## src/rtl/fp6_block_accumulator_pkg.sv

```systemverilog
// rtl/fp6_block_accumulator_pkg.sv - shared FP6 adder-tree word format, E8M0 scale type and FSM states
package fp6_block_accumulator_pkg;

    localparam int ADD_EXP_W     = 5;
    localparam int ADD_MAN_W     = 10;
    localparam int ADD_BIAS      = 15;
    localparam int ADD_DATAWIDTH = 1 + ADD_EXP_W + ADD_MAN_W;

    typedef struct packed {
        logic                 sign;
        logic [ADD_EXP_W-1:0] exp;
        logic [ADD_MAN_W-1:0] man;
    } add_word_t;

    typedef logic [7:0] e8m0_t;

    localparam e8m0_t E8M0_NAN = 8'hFF;

    typedef enum logic {
        ST_IDLE  = 1'b0,
        ST_ACCUM = 1'b1
    } acc_state_e;

endpackage

```

## src/rtl/fp6_block_accumulator_if.sv

```systemverilog
// rtl/fp6_block_accumulator_if.sv - beat input and result output handshake bundle
interface fp6_block_accumulator_if #(
    parameter int ACC_W = 32,
    parameter int CNT_W = 16
);
    import fp6_block_accumulator_pkg::*;

    logic [ADD_DATAWIDTH-1:0] sum_data;
    logic                     sum_valid;
    logic                     sum_last;
    logic                     sum_ready;
    e8m0_t                    scale_a;
    e8m0_t                    scale_b;
    logic [ACC_W-1:0]         res_data;
    logic                     res_nan;
    logic [CNT_W-1:0]         res_beats;
    logic                     res_valid;
    logic                     res_ready;

    modport master (
        output sum_data, sum_valid, sum_last, scale_a, scale_b, res_ready,
        input  sum_ready, res_data, res_nan, res_beats, res_valid
    );

    modport slave (
        input  sum_data, sum_valid, sum_last, scale_a, scale_b, res_ready,
        output sum_ready, res_data, res_nan, res_beats, res_valid
    );

endinterface

```

## src/rtl/fp6_block_accumulator_decode.sv

```systemverilog
// rtl/fp6_block_accumulator_decode.sv - stage D decode/scale/shift of one beat (clamp under FP6_ACC_SAT_EN)
module fp6_acc_decode
    import fp6_block_accumulator_pkg::*;
#(
    parameter int ACC_W    = 32,
    parameter int ACC_FRAC = 16
) (
    input  add_word_t        word,
    input  e8m0_t            scale_a,
    input  e8m0_t            scale_b,
    output logic [ACC_W-1:0] value,
    output logic             nan
);

    // Shift range spans roughly -262..+275, so 12 signed bits are plenty.
    localparam int SH_W = 12;
    localparam logic [ACC_W-1:0] MAG_MAX = {1'b0, {(ACC_W-1){1'b1}}};

    logic signed [SH_W-1:0] sh;
    logic [SH_W-1:0]        amt;
    logic [ACC_W-1:0]       mag_wide;
    logic [ACC_W-1:0]       shifted;
    logic [ACC_W-1:0]       mag_out;
    logic                   zero;

    // Combined exponent of word and both scales, then align {1,man} to the accumulator fraction.
    always_comb begin
        sh = SH_W'(word.exp) - SH_W'(ADD_BIAS) + SH_W'(scale_a) + SH_W'(scale_b)
           - SH_W'(254) + SH_W'(ACC_FRAC) - SH_W'(ADD_MAN_W);
        mag_wide = ACC_W'({1'b1, word.man});
        if (sh < 0) begin
            amt     = SH_W'(-sh);
            shifted = mag_wide >> amt;
        end else begin
            amt     = SH_W'(sh);
            shifted = mag_wide << amt;
        end
    end

`ifdef FP6_ACC_SAT_EN
    // The leading one lands at bit ADD_MAN_W+sh; at or above the sign bit the magnitude overflows.
    logic ovf;
    assign ovf     = !sh[SH_W-1] && (sh >= $signed(SH_W'(ACC_W - 1 - ADD_MAN_W)));
    assign mag_out = ovf ? MAG_MAX : shifted;
`else
    assign mag_out = shifted;
`endif

    assign zero  = (word.exp == '0);
    assign nan   = (word.exp == '1) || (scale_a == E8M0_NAN) || (scale_b == E8M0_NAN);
    assign value = (zero || nan) ? '0 : (word.sign ? (~mag_out + 1'b1) : mag_out);

endmodule

```

## src/rtl/fp6_block_accumulator.sv

```systemverilog
// rtl/fp6_block_accumulator.sv - scaled FP6 partial accumulator, two-stage pipe (FP6_ACC_SAT_EN selects saturating add)
module fp6_block_accumulator
    import fp6_block_accumulator_pkg::*;
#(
    parameter int ACC_W    = 32,
    parameter int ACC_FRAC = 16,
    parameter int CNT_W    = 16
) (
    input logic clk,
    input logic rst,
    fp6_block_accumulator_if.slave bus
);

`ifdef FP6_ACC_SAT_EN
    localparam int SUM_W = ACC_W + 1;
`else
    localparam int SUM_W = ACC_W;
`endif
    localparam logic [ACC_W-1:0] ACC_MAX = {1'b0, {(ACC_W-1){1'b1}}};
    localparam logic [ACC_W-1:0] ACC_MIN = {1'b1, {(ACC_W-2){1'b0}}, 1'b1};

    logic             en;
    logic [ACC_W-1:0] dec_value;
    logic             dec_nan;

    logic             d_valid;
    logic             d_last;
    logic [ACC_W-1:0] d_value;
    logic             d_nan;

    acc_state_e       state_q, state_d;
    logic [ACC_W-1:0] acc_q, acc_d;
    logic             nan_q, nan_d;
    logic [CNT_W-1:0] cnt_q, cnt_d;

    logic             beat;
    logic             load_res;
    logic [ACC_W-1:0] base;
    logic [SUM_W-1:0] wide;
    logic [ACC_W-1:0] sum_sat;
    logic             beat_nan;
    logic [CNT_W-1:0] beat_cnt;

    logic [ACC_W-1:0] res_data_q;
    logic             res_nan_q;
    logic [CNT_W-1:0] res_beats_q;
    logic             res_valid_q;

    // The whole pipe freezes only while a result is held without being taken.
    assign en            = ~(res_valid_q & ~bus.res_ready);
    assign bus.sum_ready = en & ~rst;

    fp6_acc_decode #(
        .ACC_W   (ACC_W),
        .ACC_FRAC(ACC_FRAC)
    ) u_decode (
        .word   (bus.sum_data),
        .scale_a(bus.scale_a),
        .scale_b(bus.scale_b),
        .value  (dec_value),
        .nan    (dec_nan)
    );

    // Stage D register: captures the decoded beat whenever the pipe advances.
    always_ff @(posedge clk or posedge rst) begin
        if (rst) begin
            d_valid <= 1'b0;
            d_last  <= 1'b0;
            d_value <= '0;
            d_nan   <= 1'b0;
        end else if (en) begin
            d_valid <= bus.sum_valid;
            d_last  <= bus.sum_last;
            d_value <= dec_value;
            d_nan   <= dec_nan;
        end
    end

    // Stage A state register: FSM, running sum, sticky NaN and beat count.
    always_ff @(posedge clk or posedge rst) begin
        if (rst) begin
            state_q <= ST_IDLE;
            acc_q   <= '0;
            nan_q   <= 1'b0;
            cnt_q   <= '0;
        end else begin
            state_q <= state_d;
            acc_q   <= acc_d;
            nan_q   <= nan_d;
            cnt_q   <= cnt_d;
        end
    end

    // Stage A next state: the first beat of a reduction loads, later beats add; a last beat retires.
    always_comb begin
        state_d  = state_q;
        acc_d    = acc_q;
        nan_d    = nan_q;
        cnt_d    = cnt_q;
        load_res = 1'b0;
        beat     = en & d_valid;

        base     = (state_q == ST_IDLE) ? '0 : acc_q;
        wide     = SUM_W'($signed(base)) + SUM_W'($signed(d_value));
`ifdef FP6_ACC_SAT_EN
        if (wide[ACC_W] != wide[ACC_W-1]) begin
            sum_sat = wide[ACC_W] ? ACC_MIN : ACC_MAX;
        end else begin
            sum_sat = wide[ACC_W-1:0];
        end
`else
        sum_sat  = wide;
`endif
        beat_nan = d_nan | ((state_q == ST_ACCUM) & nan_q);
        if (state_q == ST_IDLE) begin
            beat_cnt = CNT_W'(1);
        end else begin
            beat_cnt = (&cnt_q) ? cnt_q : cnt_q + 1'b1;
        end

        case (state_q)
            ST_IDLE: begin
                if (beat && !d_last) begin
                    state_d = ST_ACCUM;
                end
            end
            ST_ACCUM: begin
                if (beat && d_last) begin
                    state_d = ST_IDLE;
                end
            end
            default: state_d = ST_IDLE;
        endcase

        if (beat) begin
            if (d_last) begin
                load_res = 1'b1;
                acc_d    = '0;
                nan_d    = 1'b0;
                cnt_d    = '0;
            end else begin
                acc_d    = sum_sat;
                nan_d    = beat_nan;
                cnt_d    = beat_cnt;
            end
        end
    end

    // Result register: a new result may replace one being consumed in the same cycle.
    always_ff @(posedge clk or posedge rst) begin
        if (rst) begin
            res_valid_q <= 1'b0;
            res_data_q  <= '0;
            res_nan_q   <= 1'b0;
            res_beats_q <= '0;
        end else if (en) begin
            res_valid_q <= load_res;
            if (load_res) begin
                res_data_q  <= sum_sat;
                res_nan_q   <= beat_nan;
                res_beats_q <= beat_cnt;
            end
        end
    end

    assign bus.res_valid = res_valid_q;
    assign bus.res_data  = res_data_q;
    assign bus.res_nan   = res_nan_q;
    assign bus.res_beats = res_beats_q;

endmodule

```

## src/flat_wrapper.sv

```systemverilog
// flat-port wrapper written by rule: the top's interface ports become plain ports
module fp6_block_accumulator_flat import fp6_block_accumulator_pkg::*;
#(
    parameter int ACC_W    = 32,
    parameter int ACC_FRAC = 16,
    parameter int CNT_W    = 16
)
  (clk, rst, bus_sum_data, bus_sum_valid, bus_sum_last, bus_scale_a, bus_scale_b, bus_res_ready, bus_sum_ready, bus_res_data, bus_res_nan, bus_res_beats, bus_res_valid);
  fp6_block_accumulator_if #(.ACC_W(ACC_W), .CNT_W(CNT_W)) bus_i ();
  input logic clk;
  input logic rst;
  input wire logic [$bits(bus_i.sum_data)-1:0] bus_sum_data;
  input wire logic [$bits(bus_i.sum_valid)-1:0] bus_sum_valid;
  input wire logic [$bits(bus_i.sum_last)-1:0] bus_sum_last;
  input wire logic [$bits(bus_i.scale_a)-1:0] bus_scale_a;
  input wire logic [$bits(bus_i.scale_b)-1:0] bus_scale_b;
  input wire logic [$bits(bus_i.res_ready)-1:0] bus_res_ready;
  output wire logic [$bits(bus_i.sum_ready)-1:0] bus_sum_ready;
  output wire logic [$bits(bus_i.res_data)-1:0] bus_res_data;
  output wire logic [$bits(bus_i.res_nan)-1:0] bus_res_nan;
  output wire logic [$bits(bus_i.res_beats)-1:0] bus_res_beats;
  output wire logic [$bits(bus_i.res_valid)-1:0] bus_res_valid;
  assign bus_i.sum_data = bus_sum_data;
  assign bus_i.sum_valid = bus_sum_valid;
  assign bus_i.sum_last = bus_sum_last;
  assign bus_i.scale_a = bus_scale_a;
  assign bus_i.scale_b = bus_scale_b;
  assign bus_i.res_ready = bus_res_ready;
  assign bus_sum_ready = bus_i.sum_ready;
  assign bus_res_data = bus_i.res_data;
  assign bus_res_nan = bus_i.res_nan;
  assign bus_res_beats = bus_i.res_beats;
  assign bus_res_valid = bus_i.res_valid;
  fp6_block_accumulator #(.ACC_W(ACC_W), .ACC_FRAC(ACC_FRAC), .CNT_W(CNT_W)) u_core (.clk(clk), .rst(rst), .bus(bus_i));
endmodule
```

## config.mk

```make
export PLATFORM = sky130hd
export DESIGN_NAME = fp6_block_accumulator_flat
export DESIGN_NICKNAME = d
export VERILOG_FILES = /design/src/rtl/fp6_block_accumulator_pkg.sv /design/src/rtl/fp6_block_accumulator_if.sv /design/src/rtl/fp6_block_accumulator_decode.sv /design/src/rtl/fp6_block_accumulator.sv /design/src/flat_wrapper.sv
export SDC_FILE = /design/constraint.sdc
export NUM_CORES = 1
export LEC_CHECK = 0
export CORE_MARGIN = 2
export CORE_UTILIZATION = 50
export DETAILED_ROUTE_END_ITERATION = 12
export PLACE_DENSITY = 0.69
export SLEW_MARGIN = 40
export SYNTH_ARGS = -nofsm -noshare
export SYNTH_HDL_FRONTEND = slang
export SYNTH_SLANG_ARGS = --single-unit
export TNS_END_PERCENT = 20
```

## constraint.sdc

```tcl
create_clock -name clk -period 5.9 [get_ports clk]
set_input_delay 0.885 -clock clk [delete_from_list [all_inputs] [get_ports clk]]
set_output_delay 0.885 -clock clk [all_outputs]
set_load 0.005 [all_outputs]
```

## Yosys cells after proc, flatten, opt, wreduce, memory -nomap -nowiden

Index checks and enable logic that the tools add are counted.

- Latch bits: 0
- Bits in read-only memories: 0
- RAM bits: 0
- Output and inout port bits: 51
- Memories: 0
- Register bits: 135
- Input port bits: 37

- Divide/modulo/power cells: 0
- Reductions and logical operators: 9
- Magnitude comparators: 1
- Bitwise gates (word level): 10
- Shift-type cells: 2
- Multiplexer cells: 14
- Eq/ne operators: 3
- $add $sub $neg: 10
- $mul: 0

Operator list:

| cell | count |
|---|---|
| 2-to-1 mux 32 bit | 5 |
| 2-to-1 mux 16 bit | 3 |
| adder 32 x 1 -> 32 bit, second input constant | 1 |
| adder 32 bit | 1 |
| NOT 32 bit | 1 |
| << shifter 11 x 12 -> 32 bit | 1 |
| >> shifter 11 x 12 -> 32 bit | 1 |
| adder 12 x 8 -> 12 bit | 2 |
| adder 16 x 1 -> 16 bit, second input constant | 1 |
| == test 8 bit, second input constant | 2 |
| AND reduction 16 bit | 1 |
| adder 12 x 5 -> 12 bit, second input constant | 1 |
| less-than comparator 12 x 1 -> 1 bit, second input constant | 1 |
| negation 12 bit | 1 |
| subtractor 12 x 4 -> 12 bit, second input constant | 1 |
| subtractor 12 x 8 -> 12 bit, second input constant | 1 |
| subtractor 5 x 4 -> 6 bit, second input constant | 1 |
| == test 5 bit, second input constant | 1 |
| logical NOT 5 bit | 1 |
| 2-to-1 mux 1 bit | 5 |
| AND 1 bit | 4 |
| NOT 1 bit | 4 |
| logical OR 1 bit | 3 |
| logical AND 1 bit | 2 |
| other kinds (4) | 4 |

## Depth between registers and ports, before layout

- Depth in word-level cells: 13
- Depth in mapped cells: 23
- Gate-level depth less buffers: 21

## Modules after synthesis

A second synthesis with hierarchy kept.

- Cell total of the unflattened synthesis: 1445
- Area total of the unflattened synthesis: 11528.6 um2

Modules (own cells, without submodules):

| module | instances | sequential area each (um2) | area an instance (um2) | cells an instance |
|---|---|---|---|---|
| fp6_block_accumulator | 1 | 3378.2 | 7523.5 | 856 |
| fp6_acc_decode | 1 | 0.0 | 4005.1 | 589 |

## Worst setup path before layout

OpenSTA, ideal clock, no wires.

- Kind: in2reg
- Start: input bus_sum_data[10]
- End: register u_core.d_value[28]
- Arrival time: 5976 ps
- Stages: 23
- Buffers on the path: 3
- Slack: -163 ps
- Required time: 5813 ps
- Cell sequence: ha_1 and3_1 ha_1 fa_1 inv_1 ha_1 ha_1 buf_6 nor2b_4 o21a_1 o41ai_2 a211oi_2 o211a_1 o221ai_4 buf_6 nor2_1 a31oi_1 ha_1 o221ai_2 or4_1 clkbuf_1 or4_1 o211ai_1

- Longest elaborated chain between the ends: 13
- Elaborated cells between the ends (all ways): 20
- Classes of those cells: add/sub: 8; order compare: 1; eq/ne: 1; shift: 2; mux: 3; bitwise: 1; reduce/logical: 4

RTL lines:

| what | RTL line | RTL |
|---|---|---|
| from (decl) | flat_wrapper.sv:12 | `input wire logic [$bits(bus_i.sum_data)-1:0] bus_sum_data;` |
| subtractor 5 x 4 -> 6 bit | fp6_block_accumulator_decode.sv:28 | `sh = SH_W'(word.exp) - SH_W'(ADD_BIAS) + SH_W'(scale_a) + SH_W'(scale_b)` |
| adder 12 x 8 -> 12 bit (2 in series) | fp6_block_accumulator_decode.sv:28 |  |
| subtractor 12 x 8 -> 12 bit | fp6_block_accumulator_decode.sv:29 | `- SH_W'(254) + SH_W'(ACC_FRAC) - SH_W'(ADD_MAN_W);` |
| adder 12 x 5 -> 12 bit | fp6_block_accumulator_decode.sv:29 |  |
| subtractor 12 x 4 -> 12 bit | fp6_block_accumulator_decode.sv:29 |  |
| negation 12 bit | fp6_block_accumulator_decode.sv:32 | `amt = SH_W'(-sh);` |
| >> shifter 11 x 12 -> 32 bit | fp6_block_accumulator_decode.sv:33 | `shifted = mag_wide >> amt;` |
| 2-to-1 mux 32 bit | fp6_block_accumulator_decode.sv:31 | `if (sh < 0) begin` |
| NOT 32 bit | fp6_block_accumulator_decode.sv:51 | `assign value = (zero \|\| nan) ? '0 : (word.sign ? (~mag_out + 1'b1) : mag_out);` |
| adder 32 x 1 -> 32 bit | fp6_block_accumulator_decode.sv:51 |  |
| 2-to-1 mux 32 bit | fp6_block_accumulator_decode.sv:51 |  |
| 2-to-1 mux 32 bit (*) | fp6_block_accumulator_decode.sv:51 |  |
| to (signal assigned) | fp6_block_accumulator.sv:74 | `d_value <= dec_value;` |
| to (decl) | fp6_block_accumulator.sv:28 | `logic [ACC_W-1:0] d_value;` |

Every way passes the cells marked *; elsewhere a longest branch is shown, timed or not.
A chain may end at the register's enable or synchronous reset.

## Worst setup path in the final report

- Start: input bus_sum_data[13]
- End: register u_core.d_value[28]

The elaborated chain is that of the path after synthesis.

==> flow_metrics.tcl <==
set metrics [dict create \
    slew_viol_final 0 \
    hold_buffers 0 \
    design_area_um2 13700 \
    cts.path.max_buffers 2 \
    finalNonFillerCells 1720 \
    synthXorXnorAreaFrac_pct 4.67 \
    n_fill_cell 1782 \
    cp_cell_sequence "clkdlybuf4s50_1, buf_4, a41o_1, fa_1, inv_1, ha_1, ha_1, o21ai_1, a2111oi_4, a311o_2, buf_4, o211a_1, o221ai_4, nor2_2, a31oi_2, ha_2, o221ai_4, or4_4, or4_4, o211ai_1" \
    via_per_inst 5.98 \
    hold-worst-slack_ns 0.472 \
    routabilityCongestion 0.932 \
    fin_skew_ns 0.0117 \
    yosys.cell_types.count 98 \
    nets 1533 \
    path_class "input pin to flip-flop" \
    cp_max_fo 8 \
    diodes 0 \
    clk_latency_ns 0.42 \
    cts_tree "done" \
    cp.required_ns 6.24 \
    fmax_mhz 177 \
    drc 0 \
    leakagePower_nw 6.32 \
    grt_overflow 0 \
    synthFlopType "dfrtp_1" \
    placedCellCount 1685 \
    fin_ws_ns 0.258 \
    synth_area_per_cell_um2 8.67 \
    synthesis.instances 1248 \
    dpl-instance-area_um2 12900 \
    area_growth_pct 27.0 \
    synth_nets 1347 \
    wl_per_cell_um 17.6 \
    power.total_mw 4.77 \
    cp_num_buf_inv 4 \
    die_y_um 151 \
    hold_viol 0 \
    async_flop_share_pct 100 \
    fin_util_pct 65.0 \
    drv_cap 0 \
    numCtsBuffers 17 \
    synth_seq_cells 135 \
    synth_adder_area_share_pct 7.96 \
    ys_seq_area_share_pct 31.2 \
    h-tree-depth 4 \
    die_area_um2 22800 \
    tightestPinTransition_ns 0.800 \
    initial_core_util_pct 51.1 \
    drive_gt1_share_pct 19.9 \
    slowest_stage "or4_4" \
    io_pins 88 \
    num_vias 10300 \
    cp_slowest_stage_delay_ns 0.55 \
    outcome "finished, final reports clean" \
    clk_transition_reported_paths_ns 0.06 \
    grt_max_degree 94 \
    synth_area_um2 10800 \
    ys_warn_count 0 \
    grt_pass1_vias 9818 \
    synth_edf_count 0 \
    dr.first_iter.drc_count 634 \
    num_rows 53 \
    cts-root-buf "clkbuf_16" \
    postRouteAntennaNets 0 \
    rsz0062_at_grt "false" \
    layout_commonest_cell "buf_4" \
    period_minus_slack_ns 5.64 \
    final_cell_mix "148 x buf_4, 141 x nand2_1, 135 x dfrtp_1" \
    core_um2 21200 \
    synth-compound-area-share_pct 24.6 \
    synth_simple_gate_area_share_pct 19.5 \
    crit_family "compound AO/OA/AOI/OAI gates" \
    track_usage_pct 27.0 \
    ir_drop_mv 0.239 \
    hpwl_um 22300 \
    antenna_found_initial 0 \
    cp-end-kind "flip-flop" \
    timing.setup.tns_ns 0 \
    period_share_pct 95.6 \
    synth_mux_area_share_pct 7.34 \
    synth_top_family_by_area "compound AO/OA/AOI/OAI gates" \
    cp.arrival_ns 5.98 \
    finalSetupViolCount 0 \
    grt_pass1_wl_um 49400 \
    power.density_nw_per_um2 347 \
    startpoint_type "input pin" \
    io_buffers 87 \
    hp-class "flip-flop to flip-flop" \
    clock-sinks 135 \
    firstDrtPassIters 5 \
    slew_headroom_pct 46.5 \
    post-place-ws_ns -0.559 \
    die_w_um 151 \
    finalWirelength_um 30300 \
]
==> power by group <==
group / switching [mW] / internal (mW)
sequential: 0.108 / 1.08
clock: 0.416 / 0.672
combinational: 1.34 / 1.15
total: 1.87 / 2.90
==> worst paths after layout <==
path	slack [ns]	cells past startpoint	startpoint	to
setup / recovery	0.26	20	bus_sum_data[13]	u_core.d_value[28]
hold / removal	0.47	2	u_core.acc_q[28]	u_core.acc_q[28]
setup reg to reg	1.41	13	flip-flop	u_core.acc_q[30]
hold reg to reg	0.47	2	u_core.acc_q[28]	u_core.acc_q[28]
max in group asynchronous	3.92	3	rst	u_core.d_value[3]
min in group asynchronous	1.00	2	rst	u_core.d_valid
==> synthesized netlist by cell type, drive strengths merged (16+ instances only) <==
library cell,count,area [um^2]
o31ai,18,135
buf,20,119
mux2i,31,310
xnor2,36,323
inv,49,184
o21ai,107,536
a31oi,17,113
and2,42,263
clkbuf,54,203
and3,16,100
a21oi,63,319
a21o,17,128
dfrtp,135,3380
mux2,29,327
nand3,41,210
ha,52,651
nor3,22,126
nor2,70,263
a22o,23,201
xor2,20,183
nand2,143,539
==> metal layers <==
layer | wire, um | global-route usage (%)
met1 | 13800 | 37.1
met2 | 14500 | 45.2
met3 | 1430 | 3.01
met4 | 568 | 7.94
met5 | 0 | 0
==> final cells by class <==
cell class | instances | area [um^2] | share of cell area [%]
clock buffer | 19 | 443 | 3.22
clock inverter | 11 | 151 | 1.10
inverter | 49 | 191 | 1.39
multi-input combinational | 990 | 7170 | 52.2
sequential | 135 | 3380 | 24.6
tap | 275 | 344 | 2.50
timing repair buffer | 241 | 2060 | 15.0
==> registers in the layout (all words and copies together) (netlist names), 16 cells and up, named ones only <==
signal	flops
u_core.cnt_q	16
u_core.d_value	32
u_core.bus.res_data	32
u_core.bus.res_beats	16
u_core.acc_q	32
==> worst reg2reg max path, cell delays in order, from the launching register on <==
cell and delay, ns:
dfrtp_1 0.37, buf_4 0.40, and2_1 0.20, ha_1 0.28
a211oi_1 0.25, o21bai_1 0.12, a2111oi_0 0.67, o31ai_1 0.22
a211o_1 0.38, a31o_2 0.25, a211oi_1 0.43, nor4_1 0.17
or3_1 0.40, a32o_1 0.26
==> logic make-up after synthesis <==
group / after synthesis
compound gates: 385
buf+inv: 123
xor+xnor: 56
simple gates: 419
flops: 135
mux: 67
fa+ha+maj: 63
==> what timing repair did <==
| item | in CTS | in global routing |
|---|---|---|
| resized for setup | 4 | 31 |
| pin swaps | 0 | 17 |
| endpoints found under the setup margin | 5 | 20 |
| setup buffers | 0 | 5 |
Power figures use the tool's default switching activity.
